<file path="src/rtl/tlul_host_adapter_ordered.sv">
// TL-UL host adapter: up to MAX_REQS outstanding transactions, responses delivered in issue order.
// Optional TLUL_HOST_ADAPTER_SUBWORD_EN: naturally aligned byte/half-word accesses use a_size 0/1.

package tlul_pkg;
  localparam int TL_AW  = 32;
  localparam int TL_DW  = 32;
  localparam int TL_DBW = TL_DW / 8;
  localparam int TL_AIW = 8;
  localparam int TL_DIW = 1;
  localparam int TL_SZW = 2;

  typedef enum logic [2:0] {
    PutFullData    = 3'h0,
    PutPartialData = 3'h1,
    Get            = 3'h4
  } tl_a_op_e;

  typedef enum logic [2:0] {
    AccessAck     = 3'h0,
    AccessAckData = 3'h1
  } tl_d_op_e;

  typedef struct packed {
    logic              a_valid;
    tl_a_op_e          a_opcode;
    logic [2:0]        a_param;
    logic [TL_SZW-1:0] a_size;
    logic [TL_AIW-1:0] a_source;
    logic [TL_AW-1:0]  a_address;
    logic [TL_DBW-1:0] a_mask;
    logic [TL_DW-1:0]  a_data;
    logic              d_ready;
  } tl_h2d_t;

  typedef struct packed {
    logic              d_valid;
    tl_d_op_e          d_opcode;
    logic [2:0]        d_param;
    logic [TL_SZW-1:0] d_size;
    logic [TL_AIW-1:0] d_source;
    logic [TL_DIW-1:0] d_sink;
    logic [TL_DW-1:0]  d_data;
    logic              d_error;
    logic              a_ready;
  } tl_d2h_t;
endpackage

module tlul_host_adapter_ordered
  import tlul_pkg::*;
#(
  parameter int MAX_REQS = 4,
  parameter int PTR_W    = (MAX_REQS > 1) ? $clog2(MAX_REQS) : 1
) (
  input  logic              clk_i,
  input  logic              rst_ni,
  input  logic              req_i,
  output logic              gnt_o,
  input  logic [TL_AW-1:0]  addr_i,
  input  logic              we_i,
  input  logic [TL_DW-1:0]  wdata_i,
  input  logic [TL_DBW-1:0] be_i,
  output logic              valid_o,
  output logic [TL_DW-1:0]  rdata_o,
  output logic              err_o,
  output logic              busy_o,
  output logic              unexp_rsp_o,
  output tl_h2d_t           tl_h_c_a,
  input  tl_d2h_t           tl_h_c_d
);

  localparam int CNT_W = PTR_W + 1;
  localparam int OFF_W = $clog2(TL_DBW);

  logic [MAX_REQS-1:0] pend;
  logic [MAX_REQS-1:0] done;
  logic [MAX_REQS-1:0] we_mem;
  logic [MAX_REQS-1:0] err_mem;
  logic [TL_DW-1:0]    rdata_mem [MAX_REQS];

  logic [PTR_W-1:0]  wp;
  logic [PTR_W-1:0]  rp;
  logic [CNT_W-1:0]  cnt;

  logic              full;
  logic              a_valid;
  logic [31:0]       d_src_ext;
  logic              src_ok;
  logic [PTR_W-1:0]  d_idx;
  logic              d_hit;
  logic              d_miss;
  logic [TL_DW-1:0]  d_store_data;
  logic              bypass;
  logic              retire;
  logic [TL_DW-1:0]  ret_data;
  logic              ret_err;

  logic [TL_SZW-1:0] a_size;
  logic [OFF_W-1:0]  a_off;
  logic [TL_DBW-1:0] rd_mask;

  function automatic logic [PTR_W-1:0] ptr_inc(input logic [PTR_W-1:0] p);
    return (p == PTR_W'(MAX_REQS - 1)) ? '0 : p + 1'b1;
  endfunction

  assign full    = (cnt == CNT_W'(MAX_REQS));
  assign a_valid = req_i & ~full;
  assign gnt_o   = a_valid & tl_h_c_d.a_ready;
  assign busy_o  = (cnt != '0);

  // Sources at or above MAX_REQS can never be outstanding; gate the slot lookup with src_ok.
  assign d_src_ext    = 32'(tl_h_c_d.d_source);
  assign src_ok       = (d_src_ext < 32'(MAX_REQS));
  assign d_idx        = tl_h_c_d.d_source[PTR_W-1:0];
  assign d_hit        = tl_h_c_d.d_valid & src_ok & pend[d_idx];
  assign d_miss       = tl_h_c_d.d_valid & ~d_hit;
  assign d_store_data = we_mem[d_idx] ? '0 : tl_h_c_d.d_data;

  // A response for the oldest slot retires straight from the D beat, giving 1-cycle latency.
  assign bypass   = d_hit & (d_idx == rp);
  assign retire   = done[rp] | bypass;
  assign ret_data = done[rp] ? rdata_mem[rp] : d_store_data;
  assign ret_err  = done[rp] ? err_mem[rp]   : tl_h_c_d.d_error;

  always_comb begin
    a_size  = TL_SZW'(OFF_W);
    a_off   = '0;
    rd_mask = '1;
`ifdef TLUL_HOST_ADAPTER_SUBWORD_EN
    case (be_i)
      4'b0001: begin a_size = 2'd0; a_off = OFF_W'(0); rd_mask = be_i; end
      4'b0010: begin a_size = 2'd0; a_off = OFF_W'(1); rd_mask = be_i; end
      4'b0100: begin a_size = 2'd0; a_off = OFF_W'(2); rd_mask = be_i; end
      4'b1000: begin a_size = 2'd0; a_off = OFF_W'(3); rd_mask = be_i; end
      4'b0011: begin a_size = 2'd1; a_off = OFF_W'(0); rd_mask = be_i; end
      4'b1100: begin a_size = 2'd1; a_off = OFF_W'(2); rd_mask = be_i; end
      default: ;
    endcase
`endif
  end

  always_comb begin
    tl_h_c_a           = '0;
    tl_h_c_a.a_valid   = a_valid;
    tl_h_c_a.a_opcode  = ~we_i ? Get : (&be_i ? PutFullData : PutPartialData);
    tl_h_c_a.a_param   = 3'd0;
    tl_h_c_a.a_size    = a_size;
    tl_h_c_a.a_source  = TL_AIW'(wp);
    tl_h_c_a.a_address = {addr_i[TL_AW-1:OFF_W], a_off};
    tl_h_c_a.a_mask    = we_i ? be_i : rd_mask;
    tl_h_c_a.a_data    = wdata_i;
    tl_h_c_a.d_ready   = 1'b1;
  end

  always_ff @(posedge clk_i or negedge rst_ni) begin
    if (!rst_ni) begin
      pend        <= '0;
      done        <= '0;
      we_mem      <= '0;
      err_mem     <= '0;
      wp          <= '0;
      rp          <= '0;
      cnt         <= '0;
      valid_o     <= 1'b0;
      rdata_o     <= '0;
      err_o       <= 1'b0;
      unexp_rsp_o <= 1'b0;
    end else begin
      valid_o     <= retire;
      unexp_rsp_o <= d_miss;
      if (retire) begin
        rdata_o  <= ret_data;
        err_o    <= ret_err;
        done[rp] <= 1'b0;
        rp       <= ptr_inc(rp);
      end
      if (d_hit) begin
        pend[d_idx] <= 1'b0;
        if (!bypass) begin
          done[d_idx]    <= 1'b1;
          err_mem[d_idx] <= tl_h_c_d.d_error;
        end
      end
      // The granted slot is free (cnt < MAX_REQS), so it never collides with d_idx or rp.
      if (gnt_o) begin
        pend[wp]   <= 1'b1;
        we_mem[wp] <= we_i;
        wp         <= ptr_inc(wp);
      end
      case ({gnt_o, retire})
        2'b10:   cnt <= cnt + 1'b1;
        2'b01:   cnt <= cnt - 1'b1;
        default: cnt <= cnt;
      endcase
    end
  end

  always_ff @(posedge clk_i) begin
    if (d_hit && !bypass) rdata_mem[d_idx] <= d_store_data;
  end

  logic unused_sig;
  assign unused_sig = ^{tl_h_c_d.d_opcode, tl_h_c_d.d_param, tl_h_c_d.d_size,
                        tl_h_c_d.d_sink, addr_i[OFF_W-1:0]};

endmodule
</file>
<file path="config.mk">
export PLATFORM = sky130hd
export DESIGN_NAME = tlul_host_adapter_ordered
export DESIGN_NICKNAME = d
export VERILOG_FILES = /design/src/rtl/tlul_host_adapter_ordered.sv
export SDC_FILE = /design/constraint.sdc
export NUM_CORES = 1
export LEC_CHECK = 0
export CAP_MARGIN = 5
export CORE_MARGIN = 4
export CORE_UTILIZATION = 40
export DETAILED_ROUTE_END_ITERATION = 7
export MAX_ROUTING_LAYER = met4
export PLACE_DENSITY = 0.78
export SYNTH_ARGS = -nofsm -noshare
export SYNTH_HDL_FRONTEND = slang
export SYNTH_SLANG_ARGS = --single-unit
</file>
<file path="constraint.sdc">
create_clock -name clk_i -period 2.7 [get_ports clk_i]
set_clock_uncertainty 0.05 [all_clocks]
set_input_delay 0.54 -clock clk_i [delete_from_list [all_inputs] [get_ports clk_i]]
set_output_delay 0.54 -clock clk_i [all_outputs]
set_load 0.03 [all_outputs]
</file>
### Word level (Yosys, flattened, before mapping)

Memories as Yosys holds them, arrays and structs flattened.
Cells that the tools add are included.
W data, S select, Z words.

* bits in registers: 58
* bits in latches: 0
* RAM bits: 128
* ROM bits: 0
* input bits: 124
* output and inout bits: 123
* word-level logic and storage cells: 86
* memories: 1

Memory list
* rdata_mem: words 4, width 32, rd ports 1, clocked after memory_dff 0, wr ports 1, line 78 `logic [TL_DW-1:0] rdata_mem [MAX_REQS];`

* add/sub/neg operators: 4
* $mul: 0
* div/mod/pow operators: 0
* magnitude comparators: 7
* equality and inequality tests: 6
* shift operators: 0
* multiplexer cells: 32
* bitwise gates (word level): 16
* reductions and logical operators: 9

Operators with widths (count)
* $mux W32: 2
* $mux W4: 6
* $mux W1: 11
* $lt A2 B3 Y1 const B: 3
* $and A4 B4 Y4: 2
* $bmux W1 S2: 4
* $bwmux W4: 2
* $lt A8 B3 Y1 const B: 1
* $not A4 Y4: 2
* $or A4 B4 Y4: 2
* $and A1 B1 Y1: 6
* $demux W1 S2: 3
* $eq A2 B2 Y1 const B: 3
* $ge A2 B1 Y1 const B: 3
* $pmux W3 S2: 1
* $add A2 B1 Y2 const B: 2
* $logic_and A1 B1 Y1: 4
* $mux W2: 2
* $reduce_and A4 Y1: 1
* $add A3 B1 Y3 const B: 1
* $eq A3 B3 Y1 const B: 1
* $mux W3: 1
* $not A1 Y1: 3
* $reduce_bool A3 Y1: 1
* other kinds (7): 7

### Logic depth before layout (Yosys ltp)

* word-level depth: 10
* depth in mapped cells: 11
* gate-level depth less buffers: 9

### Least setup slack after synthesis

No wires, ideal clock.

* path kind: input to register
* start point: input port tl_h_c_d[35] (netlist bit)
* end point: memory rdata_mem[1][0], enable pin
* setup time: 387 ps
* arrival: 2203 ps
* required time: 2263 ps
* path slack: 60 ps
* stages: 5
* buffers on the path: 1
* cells stage by stage: buf_6 -> mux4_2 -> nand3_4 -> or3b_4 -> inv_1

* longest elaborated chain between the ends: 8
* elaborated cells on any way between the ends: 11
* those cells by class: order compare: 1; eq/ne: 1; mux: 4; bitwise: 3; reduce/logical: 2

RTL lines
* start, declared: line 68 `input tl_d2h_t tl_h_c_d`
* $lt A8 B3 Y1 or $bmux W1 S2 (tied branches): line 112, 114
* $and A1 B1 Y1 or $mux W1 (tied branches): line 114 `assign d_hit = tl_h_c_d.d_valid & src_ok & pend[d_idx];`
* $and A1 B1 Y1: line 114
* $and A1 B1 Y1: line 119 `assign bypass = d_hit & (d_idx == rp);`
* $logic_not A1 Y1: line 198 `if (d_hit && !bypass) rdata_mem[d_idx] <= d_store_data;`
* $logic_and A1 B1 Y1: line 198
* $mux W1: line 198
* $mux W1 (not written as such): line 198
* end, declared: line 78

Several ways; a longest one is shown, not always the timed one. The select of a mux whose other input is x is not followed.

==> impl_metrics.toml <==
[synth]
synthMuxAreaShare_pct = 22.2
synth-compound-area-share_pct = 1.21
synth_area_mm2 = 0.00891
async_reset_ff_share_pct = 31.2
synth_common_cells = "128 x edfxtp_1, 83 x buf_4, 67 x mux2_4"
synthAdderAreaFrac_pct = 1.49
ys_seq_area_share_pct = 59.4
yosysTopAreaCell = "edfxtp_1"
synth_top_family_by_area = "multiplexers"
synth_top_cell_area_share_pct = 43.1
yosys_warnings = 0
yosysMostFrequentCell = "edfxtp_1"
yosys_most_used_dff = "edfxtp_1"
avgSynthCellArea_um2 = 16.2
synth-seq-cells = 186
synth_edf_count = 128
synth.area.top_cells = "edfxtp_1 43%, dfrtp_1 16%, mux2_4 11%"
synth-simple-area-share_pct = 3.85
synth.distinct_cells = 37
synth-xor-area-share_pct = 0.491
syn_inst = 549

[placed_design]
place_area_mm2 = 0.00989
dp_slack_ns = -0.124
numPortBuffers = 96
place.gp.congestion = 0.731
place_hpwl_um = 11100

[grt]
grt_usage_pct = 14.0
grt_pass1_vias = 4769
grt_max_degree = 59
grt_overflow = 0
antenna_found_initial = 0
grt_pass1_wl_um = 25900

[timing]
rsz0062_at_grt = "false"
fmax_mhz = 397
fin_crit_sh_pct = 93.2
hold_viol = 0
setup_viol = 0
layout_setup_ws_ns = 0.184
finalCriticalPeriod_ns = 2.52
slew_headroom_pct = 46.9
tightest_slew_ns = 0.796
slew_violations = 0

[cts]
cts_buffers = 17
htreeDepth = 4
clk_latency_ns = 0.43
cts_setup_buffers = 0
cts_resized = 0
cts_sinks = 186
cts_tree = "built"
hold_buffers = 0
path_clk_slew_ns = 0.06
cts-root-buf = "clkbuf_16"
clockBufferDepth = 2

[critical_path]
worstSetupPathType = "primary input to primary output"
cp.arrival_ns = 1.93
slowest_stage = "clkdlybuf4s50_1"
regToRegEndpoint = "cnt[2]"
cp-startpoint = "we_i"
timing.rr.start = "rp[0]"
r2r_setup_slack_ns = 0.47
critPathLaunchType = "primary input"
end_kind = "primary output"
critical_path.max_fanout = 9
cp-endpoint = "tl_h_c_a[36]"
path_cells = "clkdlybuf4s50_1 > nand2b_1 > clkdlybuf4s50_1"
slowest_delay_ns = 0.69
cp_common_cell = "clkdlybuf4s50_1"
r2r_cells = 10
crit_required_ns = 2.11

[detailed_routing]
avgViaCountPerCell = 4.88
drt_iter0_markers = 218
routed_wl_um = 16600
wl_per_cell_um = 18.0
first_pass_iters = 4
drc = 0
ant_nets = 0
via_count = 4486

[cells_and_area]
syn_to_final_growth_pct = 17.4
fin_area_mm2 = 0.0105
final_nets = 760
multiInputGateArea_mm2 = 0.00266
seq_area_mm2 = 0.00530
num_antenna_cells = 0
fillers = 1886
final_layout_size_suffix_gt1_share_pct = 30.0

[floorplanning]
die_h_um = 157
core.rowCount = 54
die_x_um = 157
io_pins = 247
initial_core_util_pct = 40.7
dieArea_mm2 = 0.0247
core_mm2 = 0.0219

[power_and_ir_drop]
peakVddDrop_mv = 0.561
p_comb_share_pct = 47.9
switching_share_pct = 32.8
power.density_mw_per_mm2 = 1160
cellLeakagePower_uw = 0.00423
switchingPower_uw = 3990
power_frac_clock_pct = 19.6
p_seq_share_pct = 32.5
p_int_uw = 8180

[run]
cap_violations = 0

[worst_hold_path]
hp-class = "primary input to asynchronous set/reset pin"

[run_status]
status = "finished clean"
how the worst min path moves through the flow:
stage          slack [ns]          end    start  depth (start not counted)
6_report             0.15      valid_o   rst_ni                          1
5_1_grt              0.22      valid_o   rst_ni                          1
4_1_cts              0.17  rdata_o[31]   rst_ni                          1
3_5_place_dp         0.43      pend[0]  pend[0]                          2
3_3_place_gp         0.43      pend[0]  pend[0]                          2
2_1_floorplan        0.19       cnt[0]   rst_ni                          0
metrics by stage:
stage	util, %	total power [uW]	hold slack (ns)	TNS, ns	instances
global route	47.8	12800	0.217	0	919
finish	47.8	12200	0.151	0	919
detailed placement	45.2	9940	0.435	-4.89	887
global placement	45.2	9730	0.426	-3.55	887
floorplan	-	8730	0.194	0	562
CTS	47.8	12400	0.167	0	919
metal layers:
metal	vias to the layer above	GRT usage, %	wire length, um	part of all wire [%]
li1	2024	-	-	-
met1	2316	16.6	6930	42
met2	127	23.6	8670	52
met3	19	3.74	749	4.5
met4	0	4.42	229	1.4
met5	-	-	0	0
cells in the final DEF (no fill, tap or decap), drive strengths merged, types with 4 or more instances in the layout:
cell and n:
edfxtp 128, clkdlybuf4s50 93, mux2 76, dfrtp 58, inv 57, buf 52
nor2 37, mux4 36, clkbuf 19, conb 15, nand2 13, nand2b 10
ha 9, o21ai 5, clkinvlp 5, xnor2 4, o211ai 4
cells by family after synthesis:
family,Yosys count
compound gates,14
mux,113
simple gates,69
flops,186
fa+ha+maj,10
xor+xnor,5
buf+inv,150
other cells,2
sequential cells by signal, indices dropped and copies added, names as in the netlist:
signal and cells:
pend 4, wp 2, err_mem 4, unexp_rsp_o 1, valid_o 1, rdata_o 32, we_mem 4, rdata_mem 128
err_o 1, rp 2, done 4, cnt 3
power groups by stage:
stage / Clock, uW / Combinational (uW) / Sequential (uW)
after floorplan: 0 / 4270 / 4460
after global placement: 0 / 5730 / 4000
after detailed placement: 0 / 5930 / 4020
after CTS: 2460 / 5930 / 3960
after global routing: 2560 / 6200 / 4010
final: 2380 / 5830 / 3960
worst max-delay path, delay by kind of cell:
kind | cells | cell delay [ns]
simple gates | 1 | 0.14
buf+inv | 2 | 1.25
final cells by class:
class,instances,area share [%]
Sequential cell,186,50.7
Multi-Input combinational cell,226,25.4
Timing Repair Buffer,145,13.4
Clock buffer,19,4.14
Tap cell,280,3.35
Inverter,50,1.79
Clock inverter,13,1.28
Power figures use the tool's default switching activity.
